==> src/rtl/img_rsz_blk_avg_pkg.sv <==
// Shared types, widths and helpers for the block-averaging resizer.
// Optional rounding is selected in the top with the IMG_RSZ_ROUND_EN macro.
package img_rsz_blk_avg_pkg;

    localparam int unsigned RSZ_IMG_WIDTH_SIZE  = 2;
    localparam int unsigned RSZ_IMG_HEIGHT_SIZE = 2;
    localparam int unsigned PXL_PRIM_COLOR_NUM  = 3;
    localparam int unsigned PXL_PRIM_COLOR_W    = 8;

    localparam int unsigned BLK_WIDTH_MAX_SZ    = 8;
    localparam int unsigned BLK_HEIGHT_MAX_SZ   = 8;
    localparam int unsigned BLK_WIDTH_MAX_SZ_W  = $clog2(BLK_WIDTH_MAX_SZ + 1);
    localparam int unsigned BLK_HEIGHT_MAX_SZ_W = $clog2(BLK_HEIGHT_MAX_SZ + 1);

    localparam int unsigned IMG_WIDTH_IDX_W  = $clog2(RSZ_IMG_WIDTH_SIZE * BLK_WIDTH_MAX_SZ);
    localparam int unsigned IMG_HEIGHT_IDX_W = $clog2(RSZ_IMG_HEIGHT_SIZE * BLK_HEIGHT_MAX_SZ);
    localparam int unsigned RSZ_WIDTH_IDX_W  = $clog2(RSZ_IMG_WIDTH_SIZE);
    localparam int unsigned RSZ_HEIGHT_IDX_W = $clog2(RSZ_IMG_HEIGHT_SIZE);

    // Accumulator holds a full block sum of the largest block without overflow.
    localparam int unsigned RSZ_ACC_W = PXL_PRIM_COLOR_W + BLK_WIDTH_MAX_SZ_W + BLK_HEIGHT_MAX_SZ_W;

    localparam int unsigned BLK_LG_H_W   = $clog2(BLK_WIDTH_MAX_SZ_W);
    localparam int unsigned BLK_LG_V_W   = $clog2(BLK_HEIGHT_MAX_SZ_W);
    localparam int unsigned BLK_LG_SUM_W = ((BLK_LG_H_W > BLK_LG_V_W) ? BLK_LG_H_W : BLK_LG_V_W) + 1;

    typedef logic [PXL_PRIM_COLOR_NUM-1:0][PXL_PRIM_COLOR_W-1:0] FcRszPxlData_t;

    typedef struct packed {
        FcRszPxlData_t                 data;
        logic [RSZ_WIDTH_IDX_W-1:0]    x;
        logic [RSZ_HEIGHT_IDX_W-1:0]   y;
        logic                          last;
    } rsz_pxl_t;

    // Index of the highest set bit; a zero size maps to 0 (treated as 1).
    function automatic int unsigned log2_pow2(input logic [31:0] sz);
        int unsigned lg;
        lg = 0;
        for (int i = 0; i < 32; i++) begin
            if (sz[i]) begin
                lg = i;
            end
        end
        return lg;
    endfunction

endpackage

==> src/rtl/img_rsz_out_reg.sv <==
// One-entry valid/ready output register; can drain and reload in the same cycle.
module img_rsz_out_reg
    import img_rsz_blk_avg_pkg::*;
(
    input  logic     Clk,
    input  logic     Reset,
    input  logic     load_i,
    input  rsz_pxl_t load_pxl_i,
    input  logic     rdy_i,
    output logic     vld_o,
    output rsz_pxl_t pxl_o,
    output logic     free_o
);

    typedef enum logic {
        ST_EMPTY = 1'b0,
        ST_FULL  = 1'b1
    } state_t;

    state_t   state_q;
    rsz_pxl_t pxl_q;

    always_ff @(posedge Clk) begin
        if (Reset) begin
            state_q <= ST_EMPTY;
            pxl_q   <= '0;
        end else begin
            case (state_q)
                ST_EMPTY: begin
                    if (load_i) begin
                        state_q <= ST_FULL;
                        pxl_q   <= load_pxl_i;
                    end
                end
                ST_FULL: begin
                    if (rdy_i) begin
                        if (load_i) begin
                            pxl_q <= load_pxl_i;
                        end else begin
                            state_q <= ST_EMPTY;
                        end
                    end
                end
                default: state_q <= ST_EMPTY;
            endcase
        end
    end

    assign vld_o  = (state_q == ST_FULL);
    assign pxl_o  = pxl_q;
    assign free_o = (state_q == ST_EMPTY) | rdy_i;

endmodule

==> src/rtl/img_rsz_blk_avg.sv <==
// Block-averaging resizer: per-column accumulators reduce each source block to one pixel.
// Define IMG_RSZ_ROUND_EN for round-half-up averaging instead of truncation.
module img_rsz_blk_avg
    import img_rsz_blk_avg_pkg::*;
(
    input  logic                           Clk,
    input  logic                           Reset,
    input  FcRszPxlData_t                  PxlData_d1,
    input  logic [IMG_WIDTH_IDX_W-1:0]     PxlX_d1,
    input  logic [IMG_HEIGHT_IDX_W-1:0]    PxlY_d1,
    input  logic                           PxlVld_d1,
    output logic                           PxlRdy_d1,
    input  logic [BLK_WIDTH_MAX_SZ_W-1:0]  BlkSzHor,
    input  logic [BLK_HEIGHT_MAX_SZ_W-1:0] BlkSzVer,
    output FcRszPxlData_t                  RszPxlData,
    output logic [RSZ_WIDTH_IDX_W-1:0]     RszPxlX,
    output logic [RSZ_HEIGHT_IDX_W-1:0]    RszPxlY,
    output logic                           RszPxlLast,
    output logic                           RszPxlVld,
    input  logic                           RszPxlRdy,
    output logic                           FwdRszEn
);

    logic                          accept;
    logic                          frame_start;
    logic                          blk_end;
    logic [BLK_LG_H_W-1:0]         lg_h_q;
    logic [BLK_LG_H_W-1:0]         lg_h;
    logic [BLK_LG_V_W-1:0]         lg_v_q;
    logic [BLK_LG_V_W-1:0]         lg_v;
    logic [BLK_LG_SUM_W-1:0]       lg_sum;
    logic [IMG_WIDTH_IDX_W-1:0]    x_mask;
    logic [IMG_HEIGHT_IDX_W-1:0]   y_mask;
    logic [RSZ_WIDTH_IDX_W-1:0]    col;
    logic [RSZ_HEIGHT_IDX_W-1:0]   row;

    logic [RSZ_IMG_WIDTH_SIZE-1:0][PXL_PRIM_COLOR_NUM-1:0][RSZ_ACC_W-1:0] acc_q;
    logic [PXL_PRIM_COLOR_NUM-1:0][RSZ_ACC_W-1:0] sum;
    logic [PXL_PRIM_COLOR_NUM-1:0][RSZ_ACC_W-1:0] sum_rnd;
    FcRszPxlData_t                                avg;

    rsz_pxl_t load_pxl;
    rsz_pxl_t out_pxl;

    assign accept      = PxlVld_d1 & PxlRdy_d1;
    assign frame_start = accept && (PxlX_d1 == '0) && (PxlY_d1 == '0);

    // The first pixel of an image already uses the freshly presented block size.
    assign lg_h = frame_start ? BLK_LG_H_W'(log2_pow2(32'(BlkSzHor))) : lg_h_q;
    assign lg_v = frame_start ? BLK_LG_V_W'(log2_pow2(32'(BlkSzVer))) : lg_v_q;

    always_ff @(posedge Clk) begin
        if (Reset) begin
            lg_h_q <= '0;
            lg_v_q <= '0;
        end else if (frame_start) begin
            lg_h_q <= lg_h;
            lg_v_q <= lg_v;
        end
    end

    // Masks come from the encoded log2 so a non-power-of-2 size still closes blocks.
    assign x_mask  = IMG_WIDTH_IDX_W'((32'd1 << lg_h) - 32'd1);
    assign y_mask  = IMG_HEIGHT_IDX_W'((32'd1 << lg_v) - 32'd1);
    assign blk_end = ((PxlX_d1 & x_mask) == x_mask) && ((PxlY_d1 & y_mask) == y_mask);
    assign col     = RSZ_WIDTH_IDX_W'(PxlX_d1 >> lg_h);
    assign row     = RSZ_HEIGHT_IDX_W'(PxlY_d1 >> lg_v);
    assign lg_sum  = BLK_LG_SUM_W'(lg_h) + BLK_LG_SUM_W'(lg_v);

`ifdef IMG_RSZ_ROUND_EN
    logic [RSZ_ACC_W-1:0] rnd;
    assign rnd = (lg_sum == '0) ? '0 : (RSZ_ACC_W'(1) << (lg_sum - BLK_LG_SUM_W'(1)));
`endif

    always_comb begin
        sum     = '0;
        sum_rnd = '0;
        avg     = '0;
        for (int c = 0; c < PXL_PRIM_COLOR_NUM; c++) begin
            sum[c] = acc_q[col][c] + RSZ_ACC_W'(PxlData_d1[c]);
`ifdef IMG_RSZ_ROUND_EN
            sum_rnd[c] = sum[c] + rnd;
`else
            sum_rnd[c] = sum[c];
`endif
            avg[c] = PXL_PRIM_COLOR_W'(sum_rnd[c] >> lg_sum);
        end
    end

    // Column accumulators restart from zero once their block has been emitted.
    always_ff @(posedge Clk) begin
        if (Reset) begin
            acc_q <= '0;
        end else if (accept) begin
            for (int c = 0; c < PXL_PRIM_COLOR_NUM; c++) begin
                acc_q[col][c] <= blk_end ? '0 : sum[c];
            end
        end
    end

    always_comb begin
        load_pxl      = '0;
        load_pxl.data = avg;
        load_pxl.x    = col;
        load_pxl.y    = row;
        load_pxl.last = (col == RSZ_WIDTH_IDX_W'(RSZ_IMG_WIDTH_SIZE - 1)) &&
                        (row == RSZ_HEIGHT_IDX_W'(RSZ_IMG_HEIGHT_SIZE - 1));
    end

    img_rsz_out_reg u_out_reg (
        .Clk        (Clk),
        .Reset      (Reset),
        .load_i     (accept & blk_end),
        .load_pxl_i (load_pxl),
        .rdy_i      (RszPxlRdy),
        .vld_o      (RszPxlVld),
        .pxl_o      (out_pxl),
        .free_o     (PxlRdy_d1)
    );

    assign RszPxlData = out_pxl.data;
    assign RszPxlX    = out_pxl.x;
    assign RszPxlY    = out_pxl.y;
    assign RszPxlLast = out_pxl.last;
    assign FwdRszEn   = RszPxlVld & RszPxlRdy;

endmodule
==> config.mk <==
export PLATFORM = sky130hd
export DESIGN_NAME = img_rsz_blk_avg
export DESIGN_NICKNAME = d
export VERILOG_FILES = /design/src/rtl/img_rsz_blk_avg_pkg.sv /design/src/rtl/img_rsz_out_reg.sv /design/src/rtl/img_rsz_blk_avg.sv
export SDC_FILE = /design/constraint.sdc
export NUM_CORES = 1
export LEC_CHECK = 0
export BUFFER_PORTS_ARGS = -buffer_cell sky130_fd_sc_hd__buf_2
export CAP_MARGIN = 10
export CORE_ASPECT_RATIO = 1.4
export CORE_MARGIN = 2
export CORE_UTILIZATION = 57
export DETAILED_ROUTE_END_ITERATION = 12
export GPL_TIMING_DRIVEN = 1
export PLACE_DENSITY = 0.77
export SYNTH_ARGS = -nofsm -noshare
export SYNTH_HDL_FRONTEND = slang
export SYNTH_SLANG_ARGS = --single-unit
==> constraint.sdc <==
create_clock -name Clk -period 6.5 [get_ports Clk]
set_input_delay 1.3 -clock Clk [delete_from_list [all_inputs] [get_ports Clk]]
set_output_delay 1.3 -clock Clk [all_outputs]
set_load 0.1 [all_outputs]
==> results.py, run 1 <==
metrics = {
    "floorplan": {
        "die-area_um2": 15600,
        "fp-row-count": 52,
        "start_util": 0.578,
        "die_h_um": 147,
        "pin_count": 74,
        "core_area_um2": 14400,
        "die_w_um": 106,
    },
    "logic_synthesis": {
        "ys_types": 69,
        "synth_area_per_cell_um2": 7.42,
        "yosysSeqAreaShare": 0.294,
        "ys_async_sr_fraction": 0,
        "synthCells": 1120,
        "syn_nets": 1196,
        "syn_area_um2": 8320,
        "yosys_warnings": 0,
        "synthFlopType": "dfxtp_1",
        "synth_seq_cells": 122,
        "synth_edf_count": 0,
    },
    "clock_tree": {
        "cts_max_level": 4,
        "cts_sinks": 122,
        "cts_setup_buffers": 0,
        "cts.repair.resized": 0,
        "clk_pin_slew_worst_paths_ns": 0.05,
        "cts_root_buf": "clkbuf_16",
        "cts_made_buffers": 17,
        "postCtsHoldBufs": 0,
        "clockBufferDepth": 2,
        "clock_latency_ns": 0.42,
        "cts_tree": "done",
    },
    "placed_design": {
        "place_congestion": 0.899,
        "portBuffers": 71,
        "dpl.hpwl_mm": 16.1,
    },
    "global_routing": {
        "grt_max_degree": 80,
        "grt_usage": 0.305,
        "globalRouteOverflowTotal": 0,
        "antenna_found_initial": 0,
        "grt_pass1_wl_mm": 38.4,
        "grt_pass1_vias": 8010,
    },
    "detailed_routing": {
        "via_count": 8450,
        "route.detailed.drc": 0,
        "dr.pass1.iters": 6,
        "ant_nets": 0,
        "viasPerCell": 6.21,
        "first_iter_violations": 707,
        "avgRoutedWirePerCell_um": 17.3,
        "routed_wirelength_mm": 23.5,
    },
    "final_layout": {
        "nets": 1234,
        "final_cell_mix": "208 x nand2_1, 158 x a21oi_1, 122 x dfxtp_1",
        "layout_commonest_cell": "nand2_1",
        "drive_gt1_frac": 0.130,
        "n_antenna_cell": 0,
        "area_delta_synth_final_pct": 13.0,
    },
    "sta": {
        "rsz0062_at_grt": "no",
        "relSlewSlack": 0.224,
        "finClkSkew_ns": 0.00586,
        "max_freq_ghz": 0.197,
        "hold_viol_final": 0,
        "maxSlewViolCount": 0,
        "period_needed_ns": 5.07,
        "setup_viol": 0,
        "tns_ns": 0,
        "period_share": 0.780,
        "max_slew.worst_pin.slew_ns": 1.16,
        "hold-worst-slack_ns": 0.437,
    },
    "worst_setup_path": {
        "rrSetupSlack_ns": 1.89,
        "critPathKind": "primary input to flip-flop",
        "timing.rr.end": "u_out_reg.pxl_o[10]",
        "worstPathArrival_ns": 5.36,
        "required_ns": 6.78,
        "worstSetupStartpointType": "primary input",
        "cp-end-kind": "flip-flop",
        "worstPathMaxFanout": 33,
        "r2r-start": "lg_h_q[0]",
        "ff2ff_path_depth": 13,
    },
    "pwr": {
        "vdd_drop_max_mv": 0.161,
        "powerDensity_nw_per_um2": 222,
        "p_leak_nw": 3.75,
    },
    "min_path": {
        "min_path_type": "flip-flop to flip-flop",
        "holdPathStages": 2,
        "hold_end": "u_out_reg.pxl_o[23]",
        "min_from": "u_out_reg.pxl_o[23]",
    },
    "flow_run": {
        "drv_cap": 0,
    },
    "status": {
        "status": "finished, final reports clean",
    },
}
how the worst max path moves through the flow:
stage                     slack [ns]        from                   to
after floorplan                 1.16  PxlX_d1[2]  u_out_reg.pxl_o[10]
after global placement          1.13  PxlX_d1[3]  u_out_reg.pxl_o[10]
after detailed placement        1.12  PxlX_d1[2]  u_out_reg.pxl_o[10]
after CTS                       1.48  PxlX_d1[2]  u_out_reg.pxl_o[10]
after global routing            1.21  PxlX_d1[2]  u_out_reg.pxl_o[10]
final                           1.43  PxlX_d1[2]  u_out_reg.pxl_o[10]
sequential cells by signal (all words and copies together), names as in the netlist:
| signal | count |
|---|---|
| u_out_reg.pxl_o | 27 |
| u_out_reg.vld_o | 1 |
| lg_v_q | 2 |
| acc_q | 90 |
| lg_h_q | 2 |
routing by layer:
metal / share of wire / vias up / track usage
li1: - / 4060 / -
met1: 0.40 / 3920 / 0.379
met2: 0.48 / 395 / 0.524
met3: 0.079 / 75 / 0.0484
met4: 0.031 / 0 / 0.126
met5: 0 / - / 0
cells by family after synthesis:
family,after synthesis,share of synthesized area
and+or+nand+nor,447,0.242
AOI/OAI and AO/OA,319,0.236
DFF,122,0.294
buffers and inverters,96,0.0474
muxes,53,0.0757
xor gates and xnor gates,51,0.0537
adders and majority gates,32,0.0518
critical path, stage by stage:
cell,delay (ns)
buf_2,0.12
mux4_2,0.82
nand2_1,0.18
nand2_1,0.08
ha_1,0.27
a21oi_1,0.25
o2111ai_1,0.29
a2111oi_4,0.67
nor3b_1,0.10
o211ai_1,0.24
nand2_1,0.17
mux4_2,0.51
o221ai_1,0.21
a21oi_1,0.09
layout make-up:
type,count,area [µm²]
inverters,27,101
fillers,1293,4980
repair buffers,88,485
clock inverters,8,165
clock buffers,24,472
flip-flops and latches,122,2440
multi-input cells,902,5500
well taps,189,236
synth_stat cells, drive strengths merged, types with 3 or more instances:
cell	instances	area share
a31oi	7	0.0053
and2	9	0.0068
nor3	23	0.015
xnor2	37	0.039
nand3	54	0.033
xor2	14	0.015
o21ai	36	0.022
nor3b	10	0.0090
o221ai	3	0.0032
o22ai	7	0.0053
ha	28	0.042
a211oi	46	0.042
fa	4	0.0096
nor2	98	0.045
mux2i	37	0.045
a21oi	159	0.096
nand3b	5	0.0045
nor4	3	0.0041
or2	5	0.0038
a22oi	5	0.0045
a21o	11	0.0099
dfxtp	122	0.29
a22o	4	0.0042
nor2b	4	0.0030
o31ai	4	0.0036
nand2b	3	0.0023
o21a	10	0.0090
inv	27	0.012
mux4	7	0.019
o211a	3	0.0036
buf	20	0.013
and3	10	0.0075
clkbuf	49	0.022
nand4	6	0.0045
mux2	9	0.012
nand2	208	0.094
stage by stage:
step                      power, mW  worst slack (ns)  utilization  instances  area, µm²
after floorplan               0.990              1.16            -       1120       8320
after global placement         1.06              1.13        0.609       1328       8760
after detailed placement       1.06              1.12        0.609       1328       8760
after CTS                      2.09              1.48        0.654       1360       9400
after global routing           2.14              1.21        0.654       1360       9400
final                          2.08              1.43        0.654       1360       9400
report_power, final:
part           internal (mW)  switching [mW]
clock                  0.699           0.338
combinational         0.0650           0.214
sequential             0.761         0.00578
total                   1.52           0.558
No activity file was read; power rests on OpenSTA's default activity.
==> run 2, diff against run 1 <==
- clock period: 6.5 -> 4.95 ns (I/O delays scaled with it)
==> results.py, run 2 (same netlist as run 1, synthesis figures left out) <==
metrics = {
    "status": {
        "status": "finished, final reports clean",
    },
    "worst_setup_path": {
        "cp-end-kind": "flip-flop",
        "path_cells": "buf_2 > mux4_2 > nand2_1 > nand2_1 > ha_1 > inv_1 > fa_1 > nor2b_1 > o31ai_1 > nand2_1 > xor2_1 > mux2i_1 > mux2i_1 > nor2_1 > a211oi_1 > a22o_1",
        "path_common_cell": "nand2_1",
        "worstPathArrival_ns": 5.03,
        "worstPathMaxFanout": 15,
        "worstSetupStartpointType": "primary input",
        "crit_path_max_incr_delay_ns": 0.84,
        "required_ns": 5.32,
        "critPathKind": "primary input to flip-flop",
        "worst_path_max_delay_cell": "o31ai_1",
    },
    "sta": {
        "relSlewSlack": 0.208,
        "period_needed_ns": 4.67,
        "setup_viol": 0,
        "period_share": 0.943,
        "maxSlewViolCount": 0,
        "hold_viol_final": 0,
        "tns_ns": 0,
        "finClkSkew_ns": 0.00598,
        "rsz0062_at_grt": "no",
        "max_freq_ghz": 0.214,
        "max_slew.worst_pin.slew_ns": 1.18,
    },
    "clock_tree": {
        "clockBufferDepth": 2,
        "cts_root_buf": "clkbuf_16",
        "cts_max_level": 4,
        "clock_latency_ns": 0.42,
        "postCtsHoldBufs": 0,
        "clk_pin_slew_worst_paths_ns": 0.06,
        "cts.repair.resized": 0,
        "cts_sinks": 122,
        "cts_tree": "done",
        "cts_setup_buffers": 0,
        "cts_made_buffers": 17,
    },
    "placed_design": {
        "portBuffers": 71,
        "place_area_um2": 8970,
        "dpl.hpwl_mm": 16.5,
        "dpl.cell_count": 1352,
        "place_congestion": 0.922,
    },
    "flow_run": {
        "drv_cap": 0,
    },
    "detailed_routing": {
        "viasPerCell": 6.12,
        "ant_nets": 0,
        "dr.pass1.iters": 5,
        "route.detailed.drc": 0,
        "via_count": 8475,
        "routed_wirelength_mm": 23.8,
        "avgRoutedWirePerCell_um": 17.2,
        "first_iter_violations": 781,
    },
    "final_layout": {
        "drive_gt1_frac": 0.152,
        "multi_input_area_um2": 5500,
        "final_cell_mix": "208 x nand2_1, 158 x a21oi_1, 122 x dfxtp_1",
        "nets": 1258,
        "layout_commonest_cell": "nand2_1",
        "regMostFlops": "acc_q",
        "area_delta_synth_final_pct": 15.7,
        "n_antenna_cell": 0,
        "final_area_um2": 9620,
        "fin_cells": 1384,
        "layout.area.seq_um2": 2440,
        "fillers": 1241,
        "largest_reg_flops": 90,
    },
    "floorplan": {
        "core_area_um2": 14400,
        "die_h_um": 147,
        "start_util": 0.578,
        "fp-row-count": 52,
        "die-area_um2": 15600,
        "die_w_um": 106,
        "pin_count": 74,
    },
    "global_routing": {
        "globalRouteOverflowTotal": 0,
        "grt_pass1_vias": 7859,
        "grt_pass1_wl_mm": 38.8,
        "grt_usage": 0.307,
        "antenna_found_initial": 0,
        "grt_max_degree": 75,
    },
    "pwr": {
        "powerDensity_nw_per_um2": 288,
        "vdd_drop_max_mv": 0.192,
        "p_leak_nw": 3.87,
    },
    "min_path": {
        "min_path_type": "flip-flop to flip-flop",
    },
}
run 2: cell count changes in the layout (fill, tap and decap cells not counted), sizes merged:
cell / change
buf: +24
clkbuf: -7
clkinv: +3
clkinvlp: +4
run 2: final timing paths:
kind                       start                  end  slack [ns]  cells past startpoint
max                   PxlX_d1[3]   u_out_reg.pxl_o[8]        0.28                     16
max reg2reg            lg_h_q[0]   u_out_reg.pxl_o[8]        0.42                     15
min          u_out_reg.pxl_o[23]  u_out_reg.pxl_o[23]        0.44                      2
min reg2reg  u_out_reg.pxl_o[23]  u_out_reg.pxl_o[23]        0.44                      2
run 2: layer usage:
layer	vias to the layer above	part of all wire	global-route usage	wire, µm
met2	377	0.47	0.511	11300
met5	-	0	0	0
li1	4116	-	-	-
met3	47	0.076	0.0555	1800
met4	0	0.021	0.103	493
met1	3935	0.43	0.403	10200
run 2: critical path: cells and delay by family:
family                   cells  cell delay [ns]
XOR/XNOR                     1             0.42
adder cells (fa/ha/maj)      2             0.41
buffers and inverters        2             0.20
multiplexers                 3             1.26
AND/OR/NAND/NOR              5             0.49
AO/OA/AOI/OAI                3             1.23
run 2: through the flow:
| step | total power, mW | utilization | worst slack (ns) | hold WS [ns] |
|---|---|---|---|---|
| 2_1_floorplan | 1.30 | - | 0.0249 | 0.437 |
| 3_3_place_gp | 1.40 | 0.624 | 0.0357 | 0.428 |
| 3_5_place_dp | 1.40 | 0.624 | 0.00630 | 0.434 |
| 4_1_cts | 2.77 | 0.669 | 0.382 | 0.441 |
| 5_1_grt | 2.84 | 0.669 | 0.0656 | 0.461 |
| 6_report | 2.77 | 0.669 | 0.285 | 0.439 |
run 2: report_power, final:
part	leakage [nW]	internal [mW]	total [mW]	switching, mW
clock	0.305	0.893	1.39	0.492
sequential	0.988	0.999	1.01	0.00807
combinational	2.58	0.0922	0.376	0.283
total	3.87	1.98	2.77	0.784
run 2: area by class of cell:
cell class | count | share of cell area
inverters | 27 | 0.0105
repair buffers | 112 | 0.0718
clock inverters | 15 | 0.0234
well taps | 189 | 0.0246
clock buffers | 17 | 0.0442
flip-flops and latches | 122 | 0.254
multi-input cells | 902 | 0.572
